**config.mk**
```make
export PLATFORM = sky130hd
export DESIGN_NAME = mem_access_unit
export DESIGN_NICKNAME = d
export VERILOG_FILES = /design/src/rtl/mem_access_unit.sv
export SDC_FILE = /design/constraint.sdc
export NUM_CORES = 1
export LEC_CHECK = 0
export CORE_MARGIN = 2
export CORE_UTILIZATION = 55
export CTS_BUF_LIST = sky130_fd_sc_hd__clkbuf_2 sky130_fd_sc_hd__clkbuf_4 sky130_fd_sc_hd__clkbuf_8
export CTS_CLUSTER_SIZE = 10
export DETAILED_ROUTE_END_ITERATION = 8
export DONT_BUFFER_PORTS = 1
export HOLD_SLACK_MARGIN = 0.15
export PLACE_DENSITY = 0.73
export SLEW_MARGIN = 20
export SYNTH_ARGS = -nofsm -noshare
export SYNTH_HDL_FRONTEND = slang
export SYNTH_SLANG_ARGS = --single-unit
```
**constraint.sdc**
```tcl
create_clock -name clk -period 1.62 [get_ports clk]
set_input_delay 0.162 -clock clk [delete_from_list [all_inputs] [get_ports clk]]
set_output_delay 0.162 -clock clk [all_outputs]
set_load 0.05 [all_outputs]
```
**src/rtl/mem_access_unit.sv**
```systemverilog
// Memory-stage data access controller: aligns and issues loads/stores on a
// request/ready data port, extends load results, and stalls EX/MEM until done.
module mem_access_unit #(
  parameter int XLEN = 32
) (
  input  logic              clk,
  input  logic              reset,
  input  logic              valid_in,
  input  logic              mem_read_in,
  input  logic              mem_write_in,
  input  logic [XLEN-1:0]   addr_in,
  input  logic [XLEN-1:0]   wdata_in,
  input  logic [2:0]        funct3_in,
  input  logic              flush_in,
  input  logic              advance_in,
  output logic              dmem_req,
  output logic              dmem_we,
  output logic [XLEN-1:0]   dmem_addr,
  output logic [XLEN-1:0]   dmem_wdata,
  output logic [XLEN/8-1:0] dmem_be,
  input  logic              dmem_ready,
  input  logic [XLEN-1:0]   dmem_rdata,
  output logic [XLEN-1:0]   load_data,
  output logic              load_valid,
  output logic              stall_out,
  output logic              load_misaligned,
  output logic              store_misaligned
);

  localparam int NB   = XLEN / 8;
  localparam int OFFW = $clog2(NB);

  typedef enum logic [1:0] {S_IDLE, S_BUSY, S_DONE} state_t;

  state_t            r_state;
  state_t            w_next;
  logic [XLEN-1:0]   r_addr;
  logic [XLEN-1:0]   r_wdata;
  logic [NB-1:0]     r_be;
  logic              r_we;
  logic [2:0]        r_funct3;
  logic [OFFW-1:0]   r_off;
  logic              r_kill;
  logic [XLEN-1:0]   r_load_data;

  logic [1:0]        w_size;
  logic              w_illegal;
  logic              w_unaligned;
  logic              w_misaligned;
  logic              w_access;
  logic              w_start;
  logic [OFFW-1:0]   w_off;
  logic [NB-1:0]     w_mask;
  logic [NB-1:0]     w_be;
  logic [XLEN-1:0]   w_wdata;
  logic [XLEN-1:0]   w_aligned_addr;
  logic [XLEN-1:0]   w_shifted;

  // Sign/zero extension of a right-justified load value selected by funct3.
  function automatic logic [XLEN-1:0] extend_load(input logic [XLEN-1:0] d,
                                                  input logic [2:0]      f3);
    logic signed [XLEN-1:0] res;
    case (f3)
      3'b000:  res = XLEN'($signed(d[7:0]));
      3'b001:  res = XLEN'($signed(d[15:0]));
      3'b010:  res = XLEN'($signed(d[31:0]));
      3'b100:  res = XLEN'(d[7:0]);
      3'b101:  res = XLEN'(d[15:0]);
      3'b110:  res = XLEN'(d[31:0]);
      default: res = d;
    endcase
    return res;
  endfunction

  assign w_size = funct3_in[1:0];
  assign w_off  = addr_in[OFFW-1:0];

  // 64-bit-only encodings and funct3=111 are rejected as if misaligned.
  assign w_illegal = (funct3_in == 3'b111) ||
                     ((XLEN == 32) && ((w_size == 2'b11) || (funct3_in == 3'b110)));

  always_comb begin
    w_unaligned = 1'b0;
    w_mask      = '1;
    w_wdata     = wdata_in;
    case (w_size)
      2'b00: begin
        w_mask  = NB'(1);
        w_wdata = {NB{wdata_in[7:0]}};
      end
      2'b01: begin
        w_unaligned = addr_in[0];
        w_mask      = NB'(3);
        w_wdata     = {(XLEN/16){wdata_in[15:0]}};
      end
      2'b10: begin
        w_unaligned = |addr_in[1:0];
        w_mask      = NB'(15);
        w_wdata     = {(XLEN/32){wdata_in[31:0]}};
      end
      default: begin
        w_unaligned = |addr_in[2:0];
        w_mask      = '1;
        w_wdata     = wdata_in;
      end
    endcase
  end

  assign w_misaligned   = w_illegal | w_unaligned;
  assign w_access       = valid_in & (mem_read_in | mem_write_in) & ~flush_in &
                          (r_state == S_IDLE);
  assign w_start        = w_access & ~w_misaligned;
  assign w_be           = w_mask << w_off;
  assign w_aligned_addr = {addr_in[XLEN-1:OFFW], {OFFW{1'b0}}};
  assign w_shifted      = dmem_rdata >> {r_off, 3'b000};

  assign store_misaligned = w_access & w_misaligned & mem_write_in;
  assign load_misaligned  = w_access & w_misaligned & ~mem_write_in;

  always_ff @(posedge clk) begin
    if (reset) begin
      r_state     <= S_IDLE;
      r_addr      <= '0;
      r_wdata     <= '0;
      r_be        <= '0;
      r_we        <= 1'b0;
      r_funct3    <= '0;
      r_off       <= '0;
      r_kill      <= 1'b0;
      r_load_data <= '0;
    end else begin
      r_state <= w_next;
      case (r_state)
        S_IDLE: begin
          if (w_start) begin
            r_addr   <= w_aligned_addr;
            r_wdata  <= w_wdata;
            r_be     <= w_be;
            r_we     <= mem_write_in;
            r_funct3 <= funct3_in;
            r_off    <= w_off;
            r_kill   <= 1'b0;
          end
        end
        S_BUSY: begin
          // A flushed access still has to finish its handshake on the bus.
          if (flush_in)
            r_kill <= 1'b1;
          if (dmem_ready && !r_we && !r_kill && !flush_in)
            r_load_data <= extend_load(w_shifted, r_funct3);
        end
        default: ;
      endcase
    end
  end

  always_comb begin
    w_next     = r_state;
    dmem_req   = 1'b0;
    load_valid = 1'b0;
    stall_out  = 1'b0;
    case (r_state)
      S_IDLE: begin
        stall_out = w_start;
        if (w_start)
          w_next = S_BUSY;
      end
      S_BUSY: begin
        dmem_req  = 1'b1;
        stall_out = 1'b1;
        if (dmem_ready)
          w_next = (r_kill || flush_in) ? S_IDLE : S_DONE;
      end
      S_DONE: begin
        load_valid = ~r_we & ~flush_in;
        if (advance_in || flush_in)
          w_next = S_IDLE;
      end
      default: w_next = S_IDLE;
    endcase
  end

  assign dmem_we    = r_we;
  assign dmem_addr  = r_addr;
  assign dmem_wdata = r_wdata;
  assign dmem_be    = r_be;
  assign load_data  = r_load_data;

endmodule

```
==> results.md <==
* Max FO, Critical Path at 3
* Post-synth EDFFs at 0
* Port buffer count at 0
* Syn_area_per_cell at 8.707 µm²
* Vias in the first global route at 4573
* Worst rel slew slack at 40.09%
* Final worst slack at -0.3702 ns
* Sequential share of the synthesized area at 43.70%
* Die H at 98.41 µm
* Largest family of logic cells by synthesized area: simple AND/OR/NAND/NOR gates
* Synth Flop Type: dfxtp_1
* N_diodes at 0
* Crit-path cells: nor4b_4, o21ai_2, buf_4, nor4_4, buf_12
* Clock transition at path regs at 0.11 ns
* Row cnt at 34
* Total power at 0.005545 W
* Gp weighted congestion at 0.8792
* Final hold vios at 102
* CP max stage cell: nor4b_4
* Layout cells sized above 1 at 45.86%
* Routed Antenna Nets at 0
* Maximum VDD drop at 663.6 µV
* Synth Area in Adders at 0%
* Worst-Margin Slew at 0.8987 ns
* Crit. End Element: primary output
* Worst EP required at 1.46 ns
* Compound-gate portion of the synthesized area at 16.23%
* Final setup vio count at 78
* H-tree lvl count at 3
* Fin nets at 767
* Synth cell types at 41
* Clock sink count at 107
* Clk buf depth at 2
* Final TNS setup at -8.407 ns
* WHS at -0.1694 ns
* Leakage at 2.557 nW
* Mux cell area share after synthesis at 12.66%
* Peak Freq at 0.5025 GHz
* First-pass GRT wire length at 22580 µm
* Hold-fix buffers, CTS at 11
* Syn-to-layout area delta at 47.91%
* Top cells by count, synth: nand2_1, dfxtp_1, nor2_1
* Synth Area in XOR/XNOR at 0%
* Horiz. Die Dim at 98.41 µm
* Post-synth top area share at 43.70%
* CTS tree: done
* Clk_lat worst skew at 0.38 ns
* Yosys warning total at 0
* Fin crit period at 1.990 ns
* Startpoint Class: flip-flop
* Worst stage delay on the critical path at 0.37 ns
* Largest net degree at the start of global routing at 112
* Post-synth ARST share at 0%
* Core area at 0.008678 mm²
* Worst hold-check path type: in -> reg
* Die footprint at 0.009685 mm²
* WL final at 16440 µm
* Most frequent cell after synthesis: nand2_1
* RSZ-0062 raised after global routing: yes
* Failing checks: negative hold slack, negative setup slack
* Cell Pwr Density at 764.8 mW/mm²
* Status: finished with violations
* Setup CP Type: reg -> out
* Top-Level Pins at 213
* Mapped Area at 0.004902 mm²
* Synth Instances at 563
* Area leader, netlist: dfxtp_1
* MaxCap Viol Count at 0
* Wire length per cell at 21.27 µm
* Detailed Route Iter0 Violations at 207
* GRT Residual Overflow at 0
* Tot GR Track Use at 28.83%
* Fin cells at 773
* Pins Over Slew Limit at 0
* Initial antenna violation count at 1
* Simple-gate portion of the synthesized area at 22.21%
* Tcrit/Tclk final at 122.9%
* Routed vias at 4851
* Pre-antenna DRT Iters at 5
* Placed Cells at 718
* Total CTS buffers at 9
* Clk_skew at 0.01263 ns
* Critical Path AT at 1.83 ns
* Drt via density at 6.276
* FF+latch count, synth at 107
* Area contributors post-synth: dfxtp_1, nand2_1, mux2i_1
* # DRC at 0
* Detailed placer's ending HPWL at 9448 µm
* Clock tree root buffer cell: clkbuf_8
* Starting Density at 56.49%
cells by family after synthesis:
kind of cell / count (synthesis)
AOI/OAI and AO/OA: 120
buffers and inverters: 49
muxes: 52
and+or+nand+nor: 234
other: 1
DFF: 107
layout make-up:
class,instances,area [µm²]
Sequential cell,107,2151
Inverter,1,3.754
Clock buffer,11,138.9
Multi-Input combinational cell,409,3306
Clock inverter,5,85.08
Timing Repair Buffer,132,1431
Fill cell,478,1428
Tap cell,108,135.1
registers in the layout, summed over array words and instances, names as in the netlist:
name / flops
r_kill: 1
r_state: 2
dmem_we: 1
dmem_be: 4
dmem_wdata: 32
r_funct3: 3
r_off: 2
load_data: 32
dmem_addr: 30
worst paths after layout:
path	start	end	slack (ns)	depth (start not counted)
max	r_state[0]	load_misaligned	-0.37	5
min	reset	dmem_addr[31]	-0.17	1
max reg2reg	r_state[0]	r_kill	-0.18	8
min reg2reg	dmem_be[1]	dmem_be[1]	0.48	2
worst max-delay path, delay by kind of cell, from the launching register on:
family	cells	cell delay [ns]
AO/OA/AOI/OAI	1	0.12
buffers and inverters	2	0.34
flip-flops	1	0.35
AND/OR/NAND/NOR	2	0.66
metal layers:
metal,up-vias,GRT usage (%),part of all wire [%]
met5,-,0,0.085
met4,2,11.80,4.2
li1,2179,-,-
met2,293,50.34,51
met1,2310,32.02,35
met3,67,10.14,9.1
stage by stage:
step | util, % | setup WS [ns] | area (µm²)
2_1_floorplan | - | -0.07979 | 4940
3_3_place_gp | 65.35 | 0.007378 | 5672
3_5_place_dp | 65.35 | -0.03709 | 5672
4_1_cts | 72.91 | -0.3560 | 6327
5_1_grt | 83.55 | -0.4655 | 7251
6_report | 83.55 | -0.3702 | 7251
power by group:
group / internal, W / total (W) / leakage [nW] / switching (W)
logic: 0.000383 / 0.000838 / 1.58 / 0.000455
registers: 0.00269 / 0.00284 / 0.868 / 0.000154
clock network: 0.000915 / 0.00186 / 0.111 / 0.000948
total: 0.00399 / 0.00555 / 2.56 / 0.00156
cell usage in the layout, fill, tap and decap left out, types with 3 or more instances in the layout:
cell             n
nor2_1          47
or3_4            3
nand2_2         10
buf_12          17
a21oi_1          3
clkbuf_8         9
dfxtp_1        102
dlygate4sd3_1   10
mux4_2           7
o22ai_1          5
dfxtp_2          4
a311oi_1        19
nor4_4           5
mux2i_4          3
a211oi_2         7
o21ai_0         12
nand2_4         40
nand2_1         81
buf_6            4
o22ai_2          4
nor4_1           3
a21oi_2         46
mux2i_1         32
o2bb2ai_1        7
a311oi_2         5
nor2b_1         21
nor2_2           4
buf_4           87
buf_8            5
clkbuf_16        6
mux2_2          10
a221o_1          5
what timing repair did:
| action | in CTS | in global routing |
|---|---|---|
| endpoints found under the setup margin | 51 | 105 |
| resized for setup | 31 | 194 |
| hold endpoints to repair | 107 | 107 |
| gates cloned | 3 | 9 |
| pin swaps | 20 | 75 |
| buffers inserted | 12 | 11 |
Note: power is estimated with default switching activity, not from simulation.
